File: src/rtl/io_port.sv
`default_nettype none
// ============================================================================
//  Module   : io_port
//  Purpose  : CPU I/O stage. CPU writes go out through a FWFT FIFO; words
//             arriving from upstream are held one at a time for the CPU.
//  Revision : 1.0 - initial release
// ============================================================================
module io_port #(
    parameter int OUT_DEPTH = 8,
    parameter int DATA_W    = 64
) (
    input  logic                         clk,
    input  logic                         reset,
    input  logic                         cpu_out_signal,
    input  logic [DATA_W-1:0]            cpu_out_data,
    input  logic                         cpu_in_signal,
    output logic [DATA_W-1:0]            cpu_in_data,
    output logic                         cpu_in_valid,
    output logic                         out_valid,
    output logic [DATA_W-1:0]            out_data,
    input  logic                         out_ready,
    input  logic                         in_valid,
    input  logic [DATA_W-1:0]            in_data,
    output logic                         in_ready,
    output logic [$clog2(OUT_DEPTH):0]   out_count,
    output logic                         out_overflow,
    output logic                         in_underflow
);

    localparam int c_PTR_W = $clog2(OUT_DEPTH);
    localparam int c_CNT_W = c_PTR_W + 1;
    localparam logic [c_PTR_W-1:0] c_PTR_ONE = c_PTR_W'(1);
    localparam logic [c_CNT_W-1:0] c_CNT_ONE = c_CNT_W'(1);
    localparam logic [c_CNT_W-1:0] c_FULL    = c_CNT_W'(OUT_DEPTH);

    logic [DATA_W-1:0]  r_mem [OUT_DEPTH];
    logic [c_PTR_W-1:0] r_rd_ptr;
    logic [c_PTR_W-1:0] r_wr_ptr;
    logic [c_CNT_W-1:0] r_count;
    logic               r_overflow;
    logic [DATA_W-1:0]  r_hold;
    logic               r_hold_valid;
    logic               r_underflow;
    logic               r_out_sig_q;
    logic               r_in_sig_q;

    logic w_push;
    logic w_consume;
    logic w_full;
    logic w_pop;
    logic w_wr_en;
    logic w_load;

    // Strobes are level signals from the CPU; only their rising edge is an event.
    assign w_push    = cpu_out_signal & ~r_out_sig_q;
    assign w_consume = cpu_in_signal  & ~r_in_sig_q;

    assign w_full    = (r_count == c_FULL);
    assign out_valid = (r_count != '0);
    assign w_pop     = out_valid & out_ready;
    // A full FIFO still accepts a push when the head leaves in the same cycle.
    assign w_wr_en   = w_push & (~w_full | w_pop);
    assign out_data  = out_valid ? r_mem[r_rd_ptr] : '0;
    assign out_count = r_count;

    assign in_ready     = ~r_hold_valid | w_consume;
    assign w_load       = in_valid & in_ready;
    assign cpu_in_valid = r_hold_valid;
    assign cpu_in_data  = r_hold;
    assign out_overflow = r_overflow;
    assign in_underflow = r_underflow;

    always_ff @(posedge clk) begin
        if (w_wr_en && !reset) begin
            r_mem[r_wr_ptr] <= cpu_out_data;
        end
    end

    always_ff @(posedge clk) begin
        if (reset) begin
            r_rd_ptr     <= '0;
            r_wr_ptr     <= '0;
            r_count      <= '0;
            r_overflow   <= 1'b0;
            r_hold       <= '0;
            r_hold_valid <= 1'b0;
            r_underflow  <= 1'b0;
            r_out_sig_q  <= 1'b0;
            r_in_sig_q   <= 1'b0;
        end else begin
            r_out_sig_q <= cpu_out_signal;
            r_in_sig_q  <= cpu_in_signal;

            if (w_wr_en) begin
                r_wr_ptr <= r_wr_ptr + c_PTR_ONE;
            end
            if (w_pop) begin
                r_rd_ptr <= r_rd_ptr + c_PTR_ONE;
            end
            if (w_wr_en && !w_pop) begin
                r_count <= r_count + c_CNT_ONE;
            end else if (w_pop && !w_wr_en) begin
                r_count <= r_count - c_CNT_ONE;
            end
            if (w_push && !w_wr_en) begin
                r_overflow <= 1'b1;
            end

            if (w_consume && !r_hold_valid) begin
                r_underflow <= 1'b1;
            end
            // Holding register reads as zero whenever it is empty.
            if (w_load) begin
                r_hold       <= in_data;
                r_hold_valid <= 1'b1;
            end else if (w_consume && r_hold_valid) begin
                r_hold       <= '0;
                r_hold_valid <= 1'b0;
            end
        end
    end

endmodule
`default_nettype wire

File: config.mk
export PLATFORM = sky130hd
export DESIGN_NAME = io_port
export DESIGN_NICKNAME = d
export VERILOG_FILES = /design/src/rtl/io_port.sv
export SDC_FILE = /design/constraint.sdc
export NUM_CORES = 1
export LEC_CHECK = 0
export ABC_AREA = 1
export CAP_MARGIN = 10
export CORE_MARGIN = 8
export CORE_UTILIZATION = 30
export CTS_BUF_LIST = sky130_fd_sc_hd__clkbuf_8
export DETAILED_ROUTE_END_ITERATION = 7
export GPL_ROUTABILITY_DRIVEN = 0
export PLACE_DENSITY = 0.54
export RECOVER_POWER = 50
export SYNTH_ARGS = -nofsm -noshare
export SYNTH_HDL_FRONTEND = slang
export SYNTH_SLANG_ARGS = --single-unit
File: constraint.sdc
create_clock -name clk -period 6 [get_ports clk]
set_clock_uncertainty 0.2 [all_clocks]
set_input_delay 1.2 -clock clk [delete_from_list [all_inputs] [get_ports clk]]
set_output_delay 1.2 -clock clk [all_outputs]
set_load 0.005 [all_outputs]
==> results_tabular.tex, run 1 <==
\begin{tabular}{lr}
\hline
Metric & Value \\
\hline
\multicolumn{2}{l}{\textbf{Outcome}} \\
Status & complete, but fails checks \\
Failing checks & capacitance limit, slew limit \\
\multicolumn{2}{l}{\textbf{Synthesis}} \\
Share of async-settable or async-resettable flops after synthesis & 0 \\
Yosys top cell area share & 0.619 \\
Nets in the synthesized netlist & 2635 \\
Seq/Total Area, Yosys & 0.685 \\
Top area cells in the synthesized netlist & edfxtp\_1, nand2\_1, dfxtp\_1 \\
Post-Synthesis Mean Instance Area & 9.95 um2 \\
Yosys warnings & 0 \\
Library cell with the largest summed area after synthesis & edfxtp\_1 \\
Number of storage elements in the synthesis netlist & 594 \\
Prevailing post-synth register cell & edfxtp\_1 \\
Yosys cell types & 22 \\
Post-synthesis cell area & 24800 um2 \\
Most frequently used cell type in the post-synthesis netlist & nand2\_1 \\
Number of flops mapped to enable cells by yosys & 512 \\
Top cells by instance count after synthesis & nand2\_1, edfxtp\_1, inv\_1, nand3\_1, nor2\_1 \\
Number of instances in the synthesized netlist & 2495 \\
\multicolumn{2}{l}{\textbf{Drt}} \\
DR pass1 iterations & 4 \\
Number of DRC markers after the initial detailed-route iteration & 901 \\
Via density per instance & 4.36 \\
Total via count after detailed routing & 17100 \\
Residual DRC count & 0 \\
WL/cell & 16.2 um \\
DRT Wirelength & 63.6 mm \\
Remaining number of nets flagged by the antenna check after routing & 0 \\
\multicolumn{2}{l}{\textbf{Timing}} \\
Final hold slack & 255 ps \\
Tmin final & 5070 ps \\
Worst Tran Pin Value & 3470 ps \\
Max-slew violation count & 74 \\
Final hold violation count & 0 \\
Worst setup margin & 933 ps \\
Final setup TNS & 0 ps \\
Count of final setup violators & 0 \\
Unrepaired setup endpoints after global routing & false \\
Worst slew margin relative to its limit & -1.31 \\
Period Utilization, post-route & 0.845 \\
Timing-limited maximum frequency & 197 MHz \\
\multicolumn{2}{l}{\textbf{Clock tree}} \\
CTS Root Cell & clkbuf\_8 \\
Clock buffers created by TritonCTS & 105 \\
Clock-pin slew reported for the worst setup and hold paths after clock tree synthesis & 60 ps \\
Sinks on the clock net & 594 \\
Post-CTS Hold Fix Bufs & 0 \\
Post-CTS Resized & 0 \\
Worst-skew pair later-pin latency & 690 ps \\
Max Buffers Root-to-Sink & 3 \\
CTS H-tree depth & 3 \\
Buffers inserted by post-CTS timing repair & 0 \\
CTS tree & done \\
\multicolumn{2}{l}{\textbf{Worst setup path}} \\
Most prevalent standard cell on the critical path & nand2\_1 \\
Nature of the critical path endpoint & primary output \\
CP Data Arrival Time & 3670 ps \\
Critical Path, Cell by Cell & buf\_12, buf\_4, nand2\_1, nand2\_1, nand2\_1, nand2\_1, nor2\_1, nor2\_1, clkdlybuf4s50\_1 \\
Kind of start point of the critical path & register \\
Logic depth of the worst register-to-register path & 11 \\
Endpoint of the worst register-to-register path & out\_count[3] \\
Maximum net fanout on the critical path & 190 \\
Required @ worst endpoint & 4600 ps \\
Slowest CP cell & buf\_4 \\
Register-to-Register Setup Slack & 2640 ps \\
Longest individual stage delay on the worst path & 730 ps \\
Category of cells accounting for the largest share of critical-path delay & buffers and inverters \\
Beginning of the worst register-to-register path & out\_count[0] \\
Total buffers and inverters traversed by the critical path & 3 \\
Path type of the worst setup path & reg2out \\
\multicolumn{2}{l}{\textbf{Layout}} \\
Layout-stage area growth over the synthesis result & 22.7\% \\
Area of the multi-input gates & 6200 um2 \\
Fraction of the core area covered by cells at the end of the flow & 0.371 \\
Area of all sequential standard cells & 17000 um2 \\
Net count of the finished layout & 2905 \\
Total non-filler cell area in the finished layout & 30500 um2 \\
Filler Cell Count & 8244 \\
Post-Layout Cell Count & 3925 \\
Ratio of cells with drive above 1 in the final layout & 0.0596 \\
\multicolumn{2}{l}{\textbf{Die}} \\
Die span in x & 304 um \\
Number of placed I/O pins & 271 \\
Core area & 82000 um2 \\
Number of cell rows & 105 \\
Initial Utilization & 0.303 \\
Die Outline Area & 92200 um2 \\
DIE HEIGHT & 304 um \\
\multicolumn{2}{l}{\textbf{Placed design}} \\
Number of instances in the placed design & 3728 \\
Cell Area, Placed & 28500 um2 \\
Number of buffers added on ports & 270 \\
Post-DP HPWL & 34.6 mm \\
Post-Place Worst Slack & 1510 ps \\
\multicolumn{2}{l}{\textbf{Global routing}} \\
Number of global-route vias before repair & 17000 \\
Antenna violations before repair & 10 \\
Overall track demand over capacity in global routing & 0.134 \\
Largest net degree at the start of global routing & 191 \\
First-pass GRT wire length & 98.8 mm \\
GRT Residual Overflow & 0 \\
\multicolumn{2}{l}{\textbf{Worst hold path}} \\
End point of the most critical hold path & out\_overflow \\
Start point of the worst hold path & out\_overflow \\
Worst min path class & reg2reg \\
Hold-critical path depth & 2 \\
\multicolumn{2}{l}{\textbf{Power}} \\
Post-layout power & 10.9 mW \\
Worst supply voltage drop on vdd & 177 uV \\
Leakage dissipation & 12.7 nW \\
Pwr/cell area & 359 nW/um2 \\
\multicolumn{2}{l}{\textbf{Flow run}} \\
Number of max-cap violations & 1 \\
\hline
\end{tabular}
-- final cells by class --
| type | instances | share of cell area |
|---|---|---|
| diodes | 3 | 0.000247 |
| inverters | 274 | 0.0341 |
| flip-flops and latches | 594 | 0.559 |
| clock inverters | 85 | 0.0140 |
| well taps | 1070 | 0.0440 |
| multi-input cells | 1494 | 0.204 |
| clock buffers | 109 | 0.0493 |
| repair buffers | 296 | 0.0956 |
-- cell usage in the layout (no fill, tap or decap), drive strengths merged, types with 2 or more instances in the layout --
master           n
buf             25
nand3          268
clkbuf         111
nor2           152
edfxtp         512
o21ai            3
clkdlybuf4s50  156
a21oi           74
clkinv          41
dfxtp           82
dlygate4sd3    113
or2              3
ha               5
diode            3
inv            316
nand2          983
xor2             2
-- worst register-to-register path, cell delays in order (launching register included) --
cell     delay [ps]
dfxtp_1         370
nor2_1          330
nand3_4         750
nand2_1         410
ha_1            230
inv_1           100
ha_1            300
or2_2           310
nand3_1          90
nand3_1          70
nand2_1          60
inv_1            50
-- where the power goes --
| part | total, mW | switching (mW) | internal (mW) |
|---|---|---|---|
| sequential | 4.69 | 0.0942 | 4.60 |
| combinational | 2.82 | 1.68 | 1.14 |
| clock | 3.40 | 1.66 | 1.74 |
| total | 10.9 | 3.44 | 7.48 |
-- kinds of logic (layout without fill, tap and decap cells) --
| family | count (synthesis) | after routing | share of synthesized area |
|---|---|---|---|
| compound gates | 78 | 78 | 0.0163 |
| xor+xnor | 2 | 2 | 0.000706 |
| fa+ha+maj | 6 | 6 | 0.00333 |
| buf+inv | 407 | 764 | 0.0672 |
| flops | 594 | 594 | 0.685 |
| other cells | 0 | 3 | 0 |
| simple gates | 1408 | 1408 | 0.227 |
-- worst max-delay path by stage --
stage / startpoint / to / slack, ps / cells after the start
floorplan: cpu_out_signal / r_mem[0][0] / 780 / 5
global placement: register / out_data[3] / 1520 / 9
detailed placement: register / out_data[3] / 1510 / 9
CTS: register / out_data[3] / 740 / 9
global route: register / out_data[3] / 590 / 9
finish: register / out_data[3] / 930 / 9
-- flip-flops by register name, indices dropped and copies added, names as in the netlist, named ones only --
| signal | cells |
|---|---|
| r_mem | 512 |
| r_rd_ptr | 3 |
| out_overflow | 1 |
| cpu_in_data | 64 |
| r_in_sig_q | 1 |
| r_out_sig_q | 1 |
| in_underflow | 1 |
| r_wr_ptr | 3 |
| out_count | 4 |
| cpu_in_valid | 1 |
-- routing by layer --
metal	vias to the layer above	wire length, um	global-route usage
met5	-	55	0
met4	8	1090	0.0363
met3	89	5140	0.0480
met2	426	29400	0.218
met1	8017	27900	0.167
li1	8590	-	-
Power figures use the tool's default switching activity.
==> run 2, diff against run 1 <==
clock period = 4.72 ns   (was 6 ns; I/O delays follow)
==> results_tabular.tex, run 2 (synthesis results as in run 1) <==
\begin{tabular}{lr}
\hline
Metric & Value \\
\hline
\multicolumn{2}{l}{\textbf{Worst setup path}} \\
Slowest CP cell & clkbuf\_2 \\
Category of cells accounting for the largest share of critical-path delay & buffers and inverters \\
Maximum net fanout on the critical path & 64 (-66\%) \\
Longest individual stage delay on the worst path & 1730 ps (+1000 ps) \\
Path type of the worst setup path & in2reg \\
Required @ worst endpoint & 4770 ps (+170 ps) \\
Critical Path, Cell by Cell & dlygate4sd3\_1, nor2\_1, nand3\_1, nand2\_1, or2\_0, nor2\_4, clkbuf\_2 \\
Nature of the critical path endpoint & register \\
Kind of start point of the critical path & input port \\
CP Data Arrival Time & 4290 ps (+620 ps) \\
Total buffers and inverters traversed by the critical path & 2 (-1) \\
\multicolumn{2}{l}{\textbf{Placed design}} \\
Number of buffers added on ports & 270 (unchanged) \\
Post-DP HPWL & 36.0 mm (+4.2\%) \\
Cell Area, Placed & 28800 um2 (+0.88\%) \\
Number of instances in the placed design & 3743 (+0.40\%) \\
\multicolumn{2}{l}{\textbf{Die}} \\
Number of placed I/O pins & 271 (unchanged) \\
Die Outline Area & 92200 um2 (unchanged) \\
Core area & 82000 um2 (unchanged) \\
Number of cell rows & 105 (unchanged) \\
DIE HEIGHT & 304 um (unchanged) \\
Die span in x & 304 um (unchanged) \\
Initial Utilization & 0.303 (unchanged) \\
\multicolumn{2}{l}{\textbf{Layout}} \\
Flip-flop count of the largest register, all copies and words added & 512 (unchanged) \\
Most frequent cells in the layout & nand2\_1, edfxtp\_1, inv\_1, nand3\_1, clkdlybuf4s50\_1 \\
Layout-stage area growth over the synthesis result & 23.2\% \\
Most common cell after layout, fill and taps aside & nand2\_1 \\
Fraction of the core area covered by cells at the end of the flow & 0.373 (+0.00156) \\
Net count of the finished layout & 2919 (+0.48\%) \\
Area of the multi-input gates & 6210 um2 (+0.12\%) \\
Area of all sequential standard cells & 17000 um2 (unchanged) \\
Top register by number of flip-flops & r\_mem \\
Filler Cell Count & 8223 (-0.25\%) \\
Post-Layout Cell Count & 3936 (+0.28\%) \\
Total non-filler cell area in the finished layout & 30600 um2 (+0.42\%) \\
Ratio of cells with drive above 1 in the final layout & 0.0633 (+0.00372) \\
\multicolumn{2}{l}{\textbf{Timing}} \\
Tmin final & 4240 ps \\
Final hold violation count & 0 (unchanged) \\
Period Utilization, post-route & 0.899 \\
Worst slew margin relative to its limit & -1.33 (-0.0209) \\
Worst Tran Pin Value & 3500 ps (+31.4 ps) \\
Max-slew violation count & 204 (+180\%) \\
Timing-limited maximum frequency & 236 MHz \\
Count of final setup violators & 0 (unchanged) \\
Unrepaired setup endpoints after global routing & false \\
\multicolumn{2}{l}{\textbf{Clock tree}} \\
Clock-pin slew reported for the worst setup and hold paths after clock tree synthesis & 50 ps (about the same) \\
Clock buffers created by TritonCTS & 104 (-0.95\%) \\
Post-CTS Hold Fix Bufs & 0 (unchanged) \\
Max Buffers Root-to-Sink & 3 (unchanged) \\
Sinks on the clock net & 594 (unchanged) \\
Buffers inserted by post-CTS timing repair & 0 (unchanged) \\
Post-CTS Resized & 0 (unchanged) \\
CTS H-tree depth & 3 (unchanged) \\
Worst-skew pair later-pin latency & 690 ps (about the same) \\
CTS tree & done \\
CTS Root Cell & clkbuf\_8 \\
\multicolumn{2}{l}{\textbf{Global routing}} \\
Largest net degree at the start of global routing & 129 (-32\%) \\
GRT Residual Overflow & 0 (unchanged) \\
Antenna violations before repair & 15 (+5) \\
Number of global-route vias before repair & 17200 (+1.4\%) \\
Overall track demand over capacity in global routing & 0.140 (+0.00619) \\
First-pass GRT wire length & 102 mm (+3.0\%) \\
\multicolumn{2}{l}{\textbf{Drt}} \\
Remaining number of nets flagged by the antenna check after routing & 0 (unchanged) \\
DRT Wirelength & 66.2 mm (+4.0\%) \\
DR pass1 iterations & 5 (+1) \\
WL/cell & 16.8 um (+3.7\%) \\
Residual DRC count & 0 (unchanged) \\
Via density per instance & 4.38 (+0.30\%) \\
Total via count after detailed routing & 17200 (+0.58\%) \\
Number of DRC markers after the initial detailed-route iteration & 939 (+4.2\%) \\
\multicolumn{2}{l}{\textbf{Worst hold path}} \\
Worst min path class & reg2reg \\
\multicolumn{2}{l}{\textbf{Flow run}} \\
Number of max-cap violations & 3 (+2) \\
\multicolumn{2}{l}{\textbf{Power}} \\
Leakage dissipation & 12.6 nW (-0.46\%) \\
Worst supply voltage drop on vdd & 210 uV (+19\%) \\
Pwr/cell area & 453 nW/um2 (+26\%) \\
\multicolumn{2}{l}{\textbf{Outcome}} \\
Status & complete, but fails checks \\
Failing checks & capacitance limit, slew limit \\
\hline
\end{tabular}
-- run 2: changes by cell type in the layout (fill, tap and decap cells not counted), moves of 3 or more --
cell,previous run,this run
clkbuf_2,0,3
buf_12,2,10
diode_2,3,8
clkdlybuf4s50_1,156,196
buf_4,23,27
dlygate4sd3_1,113,73
clkinv_1,28,22
-- run 2: layer usage --
metal | up-vias | global-route usage | part of all wire
met5 | - | 0 | 0.00071
met4 | 8 | 0.0431 | 0.019
met3 | 109 | 0.0480 | 0.076
met2 | 439 | 0.229 | 0.46
met1 | 8044 | 0.174 | 0.44
li1 | 8629 | - | -
-- run 2: area by class of cell --
| type | count | share of cell area |
|---|---|---|
| clock inverter | 78 | 0.0117 |
| antenna | 8 | 0.000655 |
| timing repair buffer | 311 | 0.102 |
| multi-input combinational | 1494 | 0.203 |
| clock buffer | 107 | 0.0482 |
| inverter | 274 | 0.0340 |
| sequential | 594 | 0.557 |
| tap | 1070 | 0.0438 |
-- run 2: worst paths after layout --
check | endpoint | cells past startpoint | from | slack, ps
worst max-delay path | r_mem[2][30] | 7 | out_ready | 480
worst min register to register | out_overflow | 2 | out_overflow | 250
worst min-delay path | out_overflow | 2 | out_overflow | 250
worst max register to register | r_mem[2][30] | 6 | out_count[0] | 870
-- run 2: per-stage QoR --
step,hold slack (ps),power [mW],setup WS [ps],setup TNS (ps)
floorplan,247,8.03,-243,-62110
global placement,241,9.84,1140,0
detailed placement,245,9.85,1130,0
CTS,256,14.2,397,0
global route,274,14.7,280,0
finish,252,13.8,475,0
-- run 2: where the power goes --
| group | internal (mW) | leakage [nW] | switching [mW] |
|---|---|---|---|
| Clock | 2.10 | 1.08 | 2.11 |
| Combinational | 1.48 | 6.26 | 2.19 |
| Sequential | 5.85 | 5.29 | 0.105 |
-- run 2: worst reg2reg max path: stages (launching register included) --
cell	delay [ps]
dfxtp_1	370
nor2_1	320
nand3_1	210
nand2_1	140
or2_0	500
nor2_4	30
clkbuf_2	1260
==> run 3, diff against run 2 <==
TNS_END_PERCENT = 100   (was default)
==> results of run 3 <==
The final DEF is identical to that of run 2; final timing and power are the same.
